## config.mk

```make
export PLATFORM = sky130hd
export DESIGN_NAME = clk_int_div_gen
export DESIGN_NICKNAME = d
export VERILOG_FILES = /design/src/rtl/clk_div_pkg.sv /design/src/rtl/clk_cells.sv /design/src/rtl/clk_int_div_core.sv /design/src/rtl/clk_int_div_gen.sv
export SDC_FILE = /design/constraint.sdc
export NUM_CORES = 1
export LEC_CHECK = 0
export CORE_UTILIZATION = 40
export CTS_BUF_LIST = sky130_fd_sc_hd__clkbuf_4 sky130_fd_sc_hd__clkbuf_8
export CTS_CLUSTER_SIZE = 25
export DETAILED_ROUTE_END_ITERATION = 10
export GPL_ROUTABILITY_DRIVEN = 0
export REMOVE_ABC_BUFFERS = 1
export SLEW_MARGIN = 0
export SYNTH_ARGS = -nofsm -noshare
export SYNTH_HDL_FRONTEND = slang
export SYNTH_SLANG_ARGS = --single-unit
```

## constraint.sdc

```tcl
create_clock -name clk_i -period 6.2 [get_ports clk_i]
set_input_delay 0.93 -clock clk_i [delete_from_list [all_inputs] [get_ports clk_i]]
set_output_delay 0.93 -clock clk_i [all_outputs]
set_load 0.005 [all_outputs]
```

## src/rtl/clk_div_pkg.sv

```systemverilog
// Shared definitions for the integer clock divider: default divisor width,
// divisor type and the largest divisor value that selects the bypass path.
package clk_div_pkg;

  localparam int DEF_DIV_WIDTH = 8;

  localparam int unsigned BYPASS_MAX = 1;

  typedef logic [DEF_DIV_WIDTH-1:0] div_t;

endpackage

```

## src/rtl/clk_cells.sv

```systemverilog
// Behavioural clock cells. Kept as separate modules so the ASIC flow can
// replace them with dedicated clock-tree library cells.
module clk_an2 (
  input  logic i_a,
  input  logic i_b,
  output logic o_z
);
  assign o_z = i_a & i_b;
endmodule

module clk_mux2 (
  input  logic i_d0,
  input  logic i_d1,
  input  logic i_sel,
  output logic o_z
);
  assign o_z = i_sel ? i_d1 : i_d0;
endmodule

module clk_buf (
  input  logic i_a,
  output logic o_z
);
  assign o_z = i_a;
endmodule

```

## src/rtl/clk_int_div_core.sv

```systemverilog
// Posedge half of the divider: period counter, registered divided clock,
// run flag and the valid/ready divisor hand-over that only lands on a
// period boundary.
module clk_int_div_core
  import clk_div_pkg::*;
#(
  parameter int          DIV_WIDTH = DEF_DIV_WIDTH,
  parameter int unsigned DEF_DIV   = 2
) (
  input  logic                 clk_i,
  input  logic                 rst_n_i,
  input  logic                 en_i,
  input  logic [DIV_WIDTH-1:0] div_i,
  input  logic                 div_valid_i,
  output logic                 div_ready_o,
  output logic                 busy_o,
  output logic                 clk_div_o,
  output logic                 run_o,
  output logic                 bypass_o
);

  localparam logic [DIV_WIDTH-1:0] DEF_DIV_W = DIV_WIDTH'(DEF_DIV);
  localparam logic [DIV_WIDTH-1:0] BYP_MAX_W = DIV_WIDTH'(BYPASS_MAX);
  localparam logic [DIV_WIDTH-1:0] ONE_W     = DIV_WIDTH'(1);
  localparam logic [DIV_WIDTH:0]   ONE_WX    = (DIV_WIDTH+1)'(1);

  logic [DIV_WIDTH-1:0] cnt_q;
  logic [DIV_WIDTH-1:0] div_q;
  logic [DIV_WIDTH-1:0] div_pend_q;
  logic                 pend_q;
  logic                 run_q;
  logic                 clk_div_q;

  logic                 w_bypass;
  logic                 w_last;
  logic                 w_boundary;
  logic                 w_xfer;
  logic                 w_high;
  logic [DIV_WIDTH:0]   w_half;

  // In bypass every cycle is a period boundary; otherwise the wrap compare
  // uses div_q-1 at full width so the largest divisor cannot overflow cnt_q.
  assign w_bypass   = (div_q <= BYP_MAX_W);
  assign w_last     = w_bypass ? 1'b1 : (cnt_q == (div_q - ONE_W));
  assign w_boundary = ~run_q | w_last;
  assign w_xfer     = div_valid_i & ~pend_q;

  // High time is ceil(N/2), computed one bit wider so N = 2^W-1 still fits.
  assign w_half = ({1'b0, div_q} + ONE_WX) >> 1;
  assign w_high = run_q & ~w_bypass & ({1'b0, cnt_q} < w_half);

  // Counter, run flag and the registered divided clock advance every cycle.
  always_ff @(posedge clk_i or negedge rst_n_i) begin
    if (!rst_n_i) begin
      cnt_q     <= '0;
      run_q     <= 1'b0;
      clk_div_q <= 1'b0;
    end else begin
      clk_div_q <= w_high;
      if (w_boundary) begin
        cnt_q <= '0;
        run_q <= en_i;
      end else begin
        cnt_q <= cnt_q + ONE_W;
      end
    end
  end

  // Capture a divisor on transfer and hand it over only at a later boundary.
  always_ff @(posedge clk_i or negedge rst_n_i) begin
    if (!rst_n_i) begin
      div_q      <= DEF_DIV_W;
      div_pend_q <= '0;
      pend_q     <= 1'b0;
    end else begin
      if (w_boundary && pend_q) begin
        div_q  <= div_pend_q;
        pend_q <= 1'b0;
      end else if (w_xfer) begin
        div_pend_q <= div_i;
        pend_q     <= 1'b1;
      end
    end
  end

  assign div_ready_o = ~pend_q;
  assign busy_o      = pend_q;
  assign clk_div_o   = clk_div_q;
  assign run_o       = run_q;
  assign bypass_o    = w_bypass;

endmodule

```

## src/rtl/clk_int_div_gen.sv

```systemverilog
// Programmable integer clock divider top. Adds the falling-edge retiming of
// the bypass select and run enable, then builds clk_o from clock cells so
// both the bypass switch and the enable gate only move while clk_i is low.
module clk_int_div_gen
  import clk_div_pkg::*;
#(
  parameter int          DIV_WIDTH = DEF_DIV_WIDTH,
  parameter int unsigned DEF_DIV   = 2
) (
  input  logic                 clk_i,
  input  logic                 rst_n_i,
  input  logic                 en_i,
  input  logic [DIV_WIDTH-1:0] div_i,
  input  logic                 div_valid_i,
  output logic                 div_ready_o,
  output logic                 clk_o,
  output logic                 busy_o
);

  localparam logic BYP_RST = (DEF_DIV <= BYPASS_MAX);

  logic w_clk_div;
  logic w_run;
  logic w_bypass;
  logic w_mux;
  logic w_gated;
  logic byp_q;
  logic run_q_neg;

  clk_int_div_core #(
    .DIV_WIDTH (DIV_WIDTH),
    .DEF_DIV   (DEF_DIV)
  ) u_core (
    .clk_i       (clk_i),
    .rst_n_i     (rst_n_i),
    .en_i        (en_i),
    .div_i       (div_i),
    .div_valid_i (div_valid_i),
    .div_ready_o (div_ready_o),
    .busy_o      (busy_o),
    .clk_div_o   (w_clk_div),
    .run_o       (w_run),
    .bypass_o    (w_bypass)
  );

  // Retime select and enable on the falling edge; the select only moves while
  // the divided clock is low so both mux inputs are low at the switch.
  always_ff @(negedge clk_i or negedge rst_n_i) begin
    if (!rst_n_i) begin
      byp_q     <= BYP_RST;
      run_q_neg <= 1'b0;
    end else begin
      run_q_neg <= w_run;
      if (!w_clk_div) begin
        byp_q <= w_bypass;
      end
    end
  end

  clk_mux2 u_mux (
    .i_d0  (w_clk_div),
    .i_d1  (clk_i),
    .i_sel (byp_q),
    .o_z   (w_mux)
  );

  clk_an2 u_gate (
    .i_a (w_mux),
    .i_b (run_q_neg),
    .o_z (w_gated)
  );

  clk_buf u_obuf (
    .i_a (w_gated),
    .o_z (clk_o)
  );

endmodule
```

# Word level (Yosys, flattened, before mapping)
# Cells that the tools add are included.
dict set report word_totals {
  wordCells 31
  output_inout_bits 3
  reg_bits 29
  in_bits 12
}
dict set report op_classes {
  eq_ne 1
  n_reduce_logical 3
  n_bitwise 9
  addsub 3
  n_lt_le_gt_ge 2
  n_mux 5
}
# cell n
set op_table {}
lappend op_table {{8-bit by 1-bit adder with 9-bit output (second input constant)} 1}
lappend op_table {{8-bit by 1-bit adder with 8-bit output (second input constant)} 1}
lappend op_table {{8-bit == test} 1}
lappend op_table {{8-bit by 1-bit <= comparator with 1-bit output (second input constant)} 1}
lappend op_table {{8-bit less-than comparator} 1}
lappend op_table {{8-bit two-way mux} 1}
lappend op_table {{8-bit by 1-bit subtractor with 8-bit output (second input constant)} 1}
lappend op_table {{1-bit AND} 4}
lappend op_table {{1-bit two-way mux} 4}
lappend op_table {{1-bit inverter} 4}
lappend op_table {{2-bit AND reduction} 1}
lappend op_table {{2-bit nonzero test} 1}
lappend op_table {{1-bit logical AND} 1}
lappend op_table {{1-bit OR} 1}

# Logic depth before layout (Yosys ltp)
# Gate-level depths: netlist of the first run.
dict set report logic_depth {
  ltp_word 7
  mapped_depth 11
  depth_no_buf 8
}

# Hierarchy
# Synthesis of the first run repeated with hierarchy kept, for this count alone.
dict set report unflattened {
  hier_cells 176
  area_unflattened_um2 1776.7
}
# module cells_per_inst n_inst seq_area_each_um2 area_each_um2
set modules_own_cells {}
lappend modules_own_cells {clk_int_div_core 170 1 676.9 1682.9}
lappend modules_own_cells {clk_int_div_gen 3 1 50.0 65.1}
lappend modules_own_cells {clk_mux2 1 1 0.0 15.0}
lappend modules_own_cells {clk_buf 1 1 0.0 7.5}
lappend modules_own_cells {clk_an2 1 1 0.0 6.3}

==> results of run 1 <==
worst max path at each step:
stage,end,depth (start not counted)
after floorplan,clk_o,2
after global placement,clk_o,3
after detailed placement,clk_o,3
after CTS,clk_o,3
after global routing,clk_o,3
final,clk_o,3
cells in the mapped netlist (3+ instances only):
library cell  number
inv_1              3
a32o_1             3
nor3_1             3
nand2b_1           3
and3_1             3
nor2_1            10
o22ai_1            4
dfrtp_1           26
nand2_1           15
xnor2_1           12
nand3_1           12
o21ai_0            3
and2_1             4
clkbuf_1           4
mux2_2             8
a21o_1             3
buf_2              4
xor2_1            13
ha_1              11
cell families after synthesis:
logic type | synth area share (%)
XOR/XNOR | 12.1
adder cells (fa/ha/maj) | 7.61
multiplexers | 5.53
AND/OR/NAND/NOR | 18.7
flip-flops | 40.2
AO/OA/AOI/OAI | 11.1
buffers and inverters | 4.77
through the flow:
step	setup WS, ns	hold WS (ns)	utilization [%]
after floorplan	1.54	0.435	-
after global routing	0.528	0.516	47.9
final	0.632	0.472	47.9
after detailed placement	1.10	0.480	44.7
after CTS	0.603	0.472	47.9
after global placement	1.11	0.459	44.7
metal layers:
layer  routed length [µm]  GRT usage, %  vias up
li1                     -             -      633
met1                 1670          21.0      630
met2                 1770          26.9       25
met3                  109          4.80        6
met4                   70          9.98        0
met5                    0             0        -
power groups by stage:
| stage | registers (mW) | logic, mW | clock network (mW) |
|---|---|---|---|
| floorplan | 0.378 | 0.386 | 0.00665 |
| global placement | 0.407 | 0.464 | 0.0157 |
| detailed placement | 0.416 | 0.480 | 0.0157 |
| CTS | 0.413 | 0.484 | 0.240 |
| global route | 0.428 | 0.542 | 0.251 |
| finish | 0.414 | 0.477 | 0.232 |
final cells by class:
class,instances,area (µm²),area share [%]
multi-input cells,131,996,47.8
flip-flops and latches,29,727,34.9
clock buffers,12,149,7.14
repair buffers,14,138,6.60
well taps,52,65.1,3.12
inverters,3,11.3,0.540
state kept, by name (all words and copies together) (netlist names):
register,cells
u_core.cnt_q,8
u_core.div_pend_q,8
run_q_neg,1
byp_q,1
u_core.run_o,1
u_core.clk_div_o,1
u_core.div_q,8
u_core.busy_o,1
tightest hold or removal path, delay by kind of cell (launching register included):
| kind | cells | cell delay (ns) |
|---|---|---|
| AOI/OAI and AO/OA | 1 | 0.06 |
| and+or+nand+nor | 1 | 0.06 |
| DFF | 1 | 0.43 |
layout by cell type (no fill, tap or decap), types with 2 or more instances in the layout:
master,synthesis,routed
nand2b_1,3,3
o22ai_1,4,4
clkbuf_8,0,9
nor3_1,3,3
a31oi_1,2,2
nand3_1,12,12
and2_1,4,4
and3_1,3,3
dfrtn_1,2,2
ha_1,11,11
xor2_1,13,13
a21oi_1,2,2
dfrtp_1,26,26
nand2_1,15,15
o21ai_0,3,3
clkbuf_4,0,2
a21o_1,3,3
xnor2_1,12,12
mux2_2,8,8
clkdlybuf4s50_1,0,14
nor2_1,10,10
a211o_1,2,2
inv_1,3,3
a32o_1,3,3
nor2b_1,2,2
==> metrics.csv, run 1 <==
stage;metric;value;unit
logic_synthesis;synth-seq-area-share;40.2;%
power_and_ir_drop;power;1.12;mW
placed_design;post-place-cells;230;
logic_synthesis;synth.avg_cell_area;10.3;µm²
hold_path;hold_depth;2;
critical_path;r2r_setup_slack;1.57;ns
floorplanning;rows;24;
critical_path;critical_path.startpoint_type;register;
logic_synthesis;synth_cells;176;
clock_tree;cts_tree;built;
placed_design;portBuffers;14;
critical_path;r2r_cells;5;
layout;nFillCells;382;
timing;fin_worst_skew;0.0245;ns
detailed_routing;wl_per_cell;15.0;µm
critical_path;r2r-end;byp_q$_DFFE_NN0N_;
logic_synthesis;synthFlopType;dfrtp_1;
layout;layout.cells.non_filler;241;
critical_path;path_buf_inv;1;
clock_tree;hold_buffers;0;
layout;nets;211;
detailed_routing;drc;0;
power_and_ir_drop;power.density;538;nW/µm²
floorplanning;die_width;69.3;µm
layout;drive_gt1_share;13.2;%
layout;diodes;0;
critical_path;crit_arrival;4.64;ns
global_route;antenna_found_initial;0;
logic_synthesis;netlist_area;1810;µm²
clock_tree;clk_pin_slew;0.04;ns
run_status;outcome;completed;
detailed_routing;via_per_inst;5.37;
power_and_ir_drop;seqPwrFrac;36.9;%
floorplanning;io-pin-count;15;
logic_synthesis;synth-async-reset-ratio;100;%
global_route;grt-ovfl-total;0;
critical_path;cp_slowest_cell;clkdlybuf4s50_1;
critical_path;cp_max_fo;2;
power_and_ir_drop;switching_share;39.6;%
power_and_ir_drop;p_leak;0.898;nW
clock_tree;cts_resized;0;
critical_path;end_kind;output port;
power_and_ir_drop;p_int;0.678;mW
floorplanning;core;4350;µm²
detailed_routing;first_iter_violations;72;
timing;rsz0062_at_grt;no;
layout;area_growth;15.3;%
power_and_ir_drop;p_switching;0.444;mW
clock_tree;clk_latency;0.41;ns
logic_synthesis;synth_cell_types;44;
hold_path;hold_end;byp_q$_DFFE_NN0N_;
clock_tree;post-cts-setup-buffers;0;
flow_run;maxCapViolations;0;
critical_path;crit_path_start;byp_q$_DFFE_NN0N_;
logic_synthesis;ys_warn_count;0;
power_and_ir_drop;pwr-share-comb;42.5;%
global_route;track_usage;17.1;%
hold_path;hold_class;register to register;
critical_path;cp.required;5.27;ns
floorplanning;die_h;69.3;µm
global_route;grt_pass1_vias;1396;
logic_synthesis;yosysTopAreaCellShare;36.0;%
floorplanning;start_util;41.6;%
logic_synthesis;synth_area_leaders;dfrtp_1, ha_1, xor2_1;
logic_synthesis;synth-seq-cells;29;
critical_path;cpPeakStageDelay;0.51;ns
critical_path;crit-reg2reg-launch;u_core.div_q[0]$_DFFE_PN0P_;
hold_path;min_from;byp_q$_DFFE_NN0N_;
timing;finalHoldViolations;0;
detailed_routing;finalWirelength;3610;µm
timing;fin_setup_tns;0;ns
timing;relSlewSlack;49.8;%
power_and_ir_drop;p_clk_share;20.6;%
timing;final_max_slew_viol_count;0;
detailed_routing;via_count;1294;
global_route;grt_max_degree;28;
power_and_ir_drop;peakVddDrop;0.000211;V
timing;setup_viol;0;
global_route;grt_pass1_wl;6360;µm
critical_path;critPathTopFamily;buffers and inverters;
critical_path;path_class;register to output port;
detailed_routing;drtAntennaViolNets;0;
floorplanning;dieArea;4800;µm²
timing;worstMarginPinSlew;0.752;ns
layout;fin_area;2090;µm²
placed_design;post_dp_cell_area;1950;µm²
logic_synthesis;synth_edf_count;0;
critical_path;cp_cell_sequence;mux2i_1 > nor2b_1 > clkdlybuf4s50_1;
placed_design;dp_hpwl;2660;µm
logic_synthesis;synth_top_area_cell;dfrtp_1;
detailed_routing;first_pass_iters;4;
(Power assumes the default switching activity.)
==> inputs of run 2 (changes only) <==
Settings changed: CORE_UTILIZATION 40 to 63, PLACE_DENSITY set to 0.86, SETUP_SLACK_MARGIN set to 0.15.
==> run 2 against run 1 <==
  * Via count grew 2.0%
  * Clock power shrank 25%
  * Combinational power grew 4.2%
  * Largest cell class unchanged
  * Die area shrank 36%
  * Non-clock buffer count is the same
==> metrics.csv, run 2 (synthesis gave the netlist of run 1 again) <==
stage;metric;value;unit;change
run_status;outcome;completed;;
critical_path;end_kind;output port;;
critical_path;crit_arrival;4.67;ns;+0.03 ns
critical_path;cp_cell_sequence;mux2i_1 > nor2b_1 > clkdlybuf4s50_1;;
critical_path;cp_max_fo;2;;unchanged
critical_path;cpPeakStageDelay;0.44;ns;-0.07 ns
critical_path;cp.required;5.27;ns;about the same
timing;fin_worst_skew;0.00660;ns;-0.0179 ns
layout;nFillCells;198;;-48%
layout;area_growth;11.3;%;
clock_tree;hold_buffers;0;;unchanged
critical_path;path_class;register to output port;;
detailed_routing;first_pass_iters;4;;unchanged
global_route;grt_pass1_wl;6440;µm;+1.2%
global_route;grt_max_degree;27;;-3.6%
global_route;grt-ovfl-total;0;;unchanged
floorplanning;die_h;55.6;µm;-20%
clock_tree;clk_pin_slew;0.06;ns;+0.02 ns
clock_tree;cts_tree;built;;
layout;layout_commonest_cell;dfrtp_1;;
detailed_routing;via_per_inst;6.00;;+12%
flow_run;maxCapViolations;0;;unchanged
critical_path;critical_path.startpoint_type;register;;
timing;setup_ws;0.596;ns;-0.0358 ns
timing;finalHoldViolations;0;;unchanged
floorplanning;core;2730;µm²;-37%
detailed_routing;first_iter_violations;77;;+6.9%
floorplanning;rows;19;;-21%
timing;whs;0.471;ns;-0.00153 ns
layout;diodes;0;;unchanged
floorplanning;io-pin-count;15;;unchanged
global_route;track_usage;27.9;%;+11 points
detailed_routing;wl_per_cell;16.6;µm;+11%
clock_tree;post-cts-setup-buffers;0;;unchanged
power_and_ir_drop;peakVddDrop;0.000375;V;+78%
power_and_ir_drop;power.density;538;nW/µm²;about the same
detailed_routing;drtAntennaViolNets;0;;unchanged
clock_tree;clk_latency;0.45;ns;+0.04 ns
placed_design;place_ws;1.10;ns;+0.000890 ns
timing;setup_viol;0;;unchanged
placed_design;dp_hpwl;2670;µm;+0.16%
timing;worstMarginPinSlew;0.737;ns;-0.0149 ns
layout;layout_common_cells;dfrtp_1, nand2_1, clkdlybuf4s50_1;;
timing;relSlewSlack;50.8;%;+0.99 points
placed_design;portBuffers;14;;unchanged
layout;largest_registers;u_core.cnt_q: 8 flops, u_core.div_pend_q: 8 flops, u_core.div_q: 8 flops;;
floorplanning;die_width;55.6;µm;-20%
detailed_routing;drc;0;;unchanged
critical_path;cp_slowest_cell;clkdlybuf4s50_1;;
clock_tree;cts_resized;0;;unchanged
detailed_routing;finalWirelength;3650;µm;+1.1%
detailed_routing;via_count;1320;;+2.0%
timing;rsz0062_at_grt;no;;
floorplanning;start_util;66.2;%;+25 points
layout;drive_gt1_share;13.2;%;unchanged
timing;final_max_slew_viol_count;0;;unchanged
timing;fin_setup_tns;0;ns;unchanged
layout;nets;211;;unchanged
floorplanning;dieArea;3090;µm²;-36%
global_route;antenna_found_initial;0;;unchanged
hold_path;hold_class;register to register;;
power_and_ir_drop;p_leak;0.879;nW;-2.1%
global_route;grt_pass1_vias;1441;;+3.2%
==> run 2: cell count changes in the layout (fill, tap and decap cells not counted) <==
cell      change
clkbuf_8      -7
clkbuf_4      +6
clkinv_2      +1
==> run 2: layer usage <==
| layer | vias up | wire (µm) | part of all wire, % | track usage (%) |
|---|---|---|---|---|
| met5 | - | 0 | 0 | 0 |
| met4 | 0 | 143 | 3.9 | 17.9 |
| met3 | 13 | 178 | 4.9 | 9.07 |
| met2 | 31 | 1720 | 47 | 42.5 |
| met1 | 641 | 1610 | 44 | 34.2 |
| li1 | 635 | - | - | - |
==> run 2: stage by stage <==
stage / power (mW) / util, % / cells / cell area (µm²)
global placement: 0.874 / 70.3 / 209 / 1920
global route: 1.17 / 73.6 / 220 / 2010
detailed placement: 0.919 / 70.3 / 209 / 1920
CTS: 1.08 / 73.6 / 220 / 2010
finish: 1.08 / 73.6 / 220 / 2010
floorplan: 0.770 / - / 163 / 1730
==> run 2: worst paths after layout <==
check / from / endpoint / slack, ns / cells after the start
max in group asynchronous: rst_n_i / run_q_neg$_DFF_NN0_ / 2.27 / 1
min: byp_q$_DFFE_NN0N_ / byp_q$_DFFE_NN0N_ / 0.47 / 2
min reg2reg: byp_q$_DFFE_NN0N_ / byp_q$_DFFE_NN0N_ / 0.47 / 2
min in group asynchronous: rst_n_i / u_core.clk_div_o$_DFF_PN0_ / 0.71 / 1
max reg2reg: u_core.div_q[1]$_DFFE_PN1P_ / byp_q$_DFFE_NN0N_ / 1.53 / 5
max: byp_q$_DFFE_NN0N_ / clk_o / 0.60 / 3
==> run 2: final cells by class <==
class,count,area (µm²),area share (%)
clock buffers,11,97.6,4.85
clock inverters,1,5.00,0.249
inverters,3,11.3,0.559
multi-input cells,131,996,49.5
flip-flops and latches,29,727,36.1
well taps,31,38.8,1.93
repair buffers,14,138,6.84
==> run 2: report_power, final <==
part / leakage [nW] / internal, mW / switching (mW)
clock network: 0.0638 / 0.0988 / 0.0758
logic: 0.468 / 0.253 / 0.244
registers: 0.347 / 0.275 / 0.138
==> run 2: critical path: cells and delay by family, from the launching register on <==
family | cells | cell delay (ns)
mux | 1 | 0.20
buf+inv | 1 | 0.44
flops | 1 | 0.43
simple gates | 1 | 0.06
==> inputs of run 3 (changes only) <==
Settings changed: CORE_ASPECT_RATIO set to 0.9, CTS_BUF_LIST sky130_fd_sc_hd__clkbuf_4 sky130_fd_sc_hd__clkbuf_8 to sky130_fd_sc_hd__clkbuf_8.
==> run 3 against run 2 <==
  * Cell area is 3.0% higher
  * Combinational power shrank 3%
  * Power is 4.3% higher
  * Clock-buffer cell count unchanged
  * Critical path depth is the same
  * Register-to-register slack about the same
  * Critical endpoint unchanged
==> metrics.csv, run 3 (synthesis gave the netlist of run 1 again) <==
stage;metric;value;unit;change
placed_design;post-place-cells;218;;+4.3%
power_and_ir_drop;p_switching;0.450;mW;-1.7%
global_route;antenna_found_initial;0;;unchanged
placed_design;portBuffers;14;;unchanged
power_and_ir_drop;seqPwrFrac;36.3;%;-1.8 points
power_and_ir_drop;p_leak;0.900;nW;+2.4%
timing;fin_setup_tns;0;ns;unchanged
layout;diodes;0;;unchanged
detailed_routing;first_iter_violations;66;;-14%
floorplanning;start_util;66.4;%;+0.21 points
critical_path;crit-reg2reg-launch;u_core.div_q[0]$_DFFE_PN0P_;;
clock_tree;cts_resized;0;;unchanged
power_and_ir_drop;switching_share;39.8;%;-2.4 points
layout;layout_common_cells;dfrtp_1, nand2_1, clkdlybuf4s50_1;;
clock_tree;clk_pin_slew;0.04;ns;-0.02 ns
clock_tree;cts_tree;built;;
timing;fin_worst_skew;0.0221;ns;+0.0155 ns
detailed_routing;drtAntennaViolNets;0;;unchanged
layout;area_growth;14.7;%;
hold_path;hold_class;register to register;;
global_route;grt-ovfl-total;0;;unchanged
critical_path;path_class;register to output port;;
clock_tree;clk_latency;0.41;ns;-0.04 ns
detailed_routing;wl_per_cell;15.0;µm;-9.7%
timing;setup_viol;0;;unchanged
layout;nFillCells;191;;-3.5%
critical_path;worstSetupEndpoint;clk_o;;
timing;worstMarginPinSlew;0.771;ns;+0.0342 ns
critical_path;cp_slowest_cell;clkdlybuf4s50_1;;
detailed_routing;via_count;1331;;+0.83%
floorplanning;die_width;58.5;µm;+5.2%
critical_path;r2r-end;byp_q$_DFFE_NN0N_;;
critical_path;cp.required;5.27;ns;about the same
critical_path;crit_arrival;4.63;ns;-0.04 ns
detailed_routing;finalWirelength;3440;µm;-6.0%
global_route;track_usage;26.9;%;-1.0 points
placed_design;dp_hpwl;2470;µm;-7.5%
floorplanning;die_h;52.8;µm;-4.9%
global_route;grt_pass1_wl;5730;µm;-11%
power_and_ir_drop;pwr-share-comb;42.8;%;-3.0 points
critical_path;end_kind;output port;;
detailed_routing;first_pass_iters;4;;unchanged
critical_path;r2r_cells;5;;unchanged
layout;drive_gt1_share;13.2;%;unchanged
clock_tree;post-cts-setup-buffers;0;;unchanged
detailed_routing;via_per_inst;5.81;;-3.1%
critical_path;critical_path.startpoint_type;register;;
flow_run;maxCapViolations;0;;unchanged
floorplanning;core;2730;µm²;-0.32%
timing;rsz0062_at_grt;no;;
power_and_ir_drop;p_int;0.680;mW;+8.6%
global_route;grt_max_degree;30;;+11%
floorplanning;io-pin-count;15;;unchanged
detailed_routing;drc;0;;unchanged
global_route;grt_pass1_vias;1369;;-5.0%
critical_path;r2r_setup_slack;1.54;ns;about the same
critical_path;cp_max_fo;2;;unchanged
critical_path;crit_path_start;byp_q$_DFFE_NN0N_;;
layout;layout.cells.non_filler;229;;+4.1%
power_and_ir_drop;p_clk_share;20.9;%;+4.8 points
power_and_ir_drop;peakVddDrop;0.000314;V;-16%
layout;layout_commonest_cell;dfrtp_1;;
run_status;outcome;completed;;
clock_tree;hold_buffers;0;;unchanged
timing;relSlewSlack;48.5;%;-2.3 points
critical_path;cp_cell_sequence;mux2i_1 > nor2b_1 > clkdlybuf4s50_1;;
timing;final_max_slew_viol_count;0;;unchanged
timing;finalHoldViolations;0;;unchanged
layout;nets;211;;unchanged
power_and_ir_drop;power.density;545;nW/µm²;+1.2%
floorplanning;dieArea;3090;µm²;about the same
floorplanning;rows;18;;-1
layout;largest_registers;u_core.cnt_q: 8 flops, u_core.div_pend_q: 8 flops, u_core.div_q: 8 flops;;
critical_path;cpPeakStageDelay;0.51;ns;+0.07 ns
## run 3: layer usage
metal / track usage (%) / wire (µm) / vias to the layer above
met5: 0 / 0 / -
met3: 11.4 / 172 / 10
met4: 19.8 / 88 / 0
li1: - / - / 636
met1: 29.0 / 1520 / 651
met2: 42.3 / 1660 / 34
## run 3: worst min path at each step
stage          cells after the start                                to  slack (ns)                             start
6_report                           2                 byp_q$_DFFE_NN0N_        0.48                 byp_q$_DFFE_NN0N_
5_1_grt                            1  u_core.div_pend_q[1]$_DFFE_PN0P_        0.52  u_core.div_pend_q[1]$_DFFE_PN0P_
4_1_cts                            2                 byp_q$_DFFE_NN0N_        0.49                 byp_q$_DFFE_NN0N_
3_5_place_dp                       2                 byp_q$_DFFE_NN0N_        0.48                 byp_q$_DFFE_NN0N_
3_3_place_gp                       2                 byp_q$_DFFE_NN0N_        0.46                 byp_q$_DFFE_NN0N_
2_1_floorplan                      2                 byp_q$_DFFE_NN0N_        0.44                 byp_q$_DFFE_NN0N_
## run 3: power by group through the flow
stage	Clock (mW)	Sequential [mW]	Combinational, mW
finish	0.236	0.410	0.484
detailed placement	0.0157	0.411	0.484
global placement	0.0157	0.403	0.455
CTS	0.245	0.408	0.490
floorplan	0.00665	0.378	0.386
global route	0.254	0.425	0.539
## run 3: critical path, delay by kind of cell, from the launching register on
family        cells  cell delay, ns
mux               1            0.08
simple gates      1            0.11
buf+inv           1            0.51
flops             1            0.42
## run 3: layout make-up
type	count	area (µm²)	area share, %
clock buffer	11	148	7.12
timing repair buffer	14	138	6.63
clock inverter	1	5.00	0.241
tap	40	50.0	2.41
multi-input combinational	131	996	48.0
sequential	29	727	35.0
inverter	3	11.3	0.543
## run 3: per-stage QoR
stage / total power, mW / setup WS, ns / hold WS [ns] / cell area, µm² / util, %
global placement: 0.874 / 1.11 / 0.458 / 1930 / 70.9
CTS: 1.14 / 0.613 / 0.487 / 2070 / 76.1
global route: 1.22 / 0.533 / 0.518 / 2070 / 76.1
detailed placement: 0.910 / 1.10 / 0.478 / 1930 / 70.9
finish: 1.13 / 0.640 / 0.480 / 2070 / 76.1
floorplan: 0.770 / 1.54 / 0.435 / 1730 / -
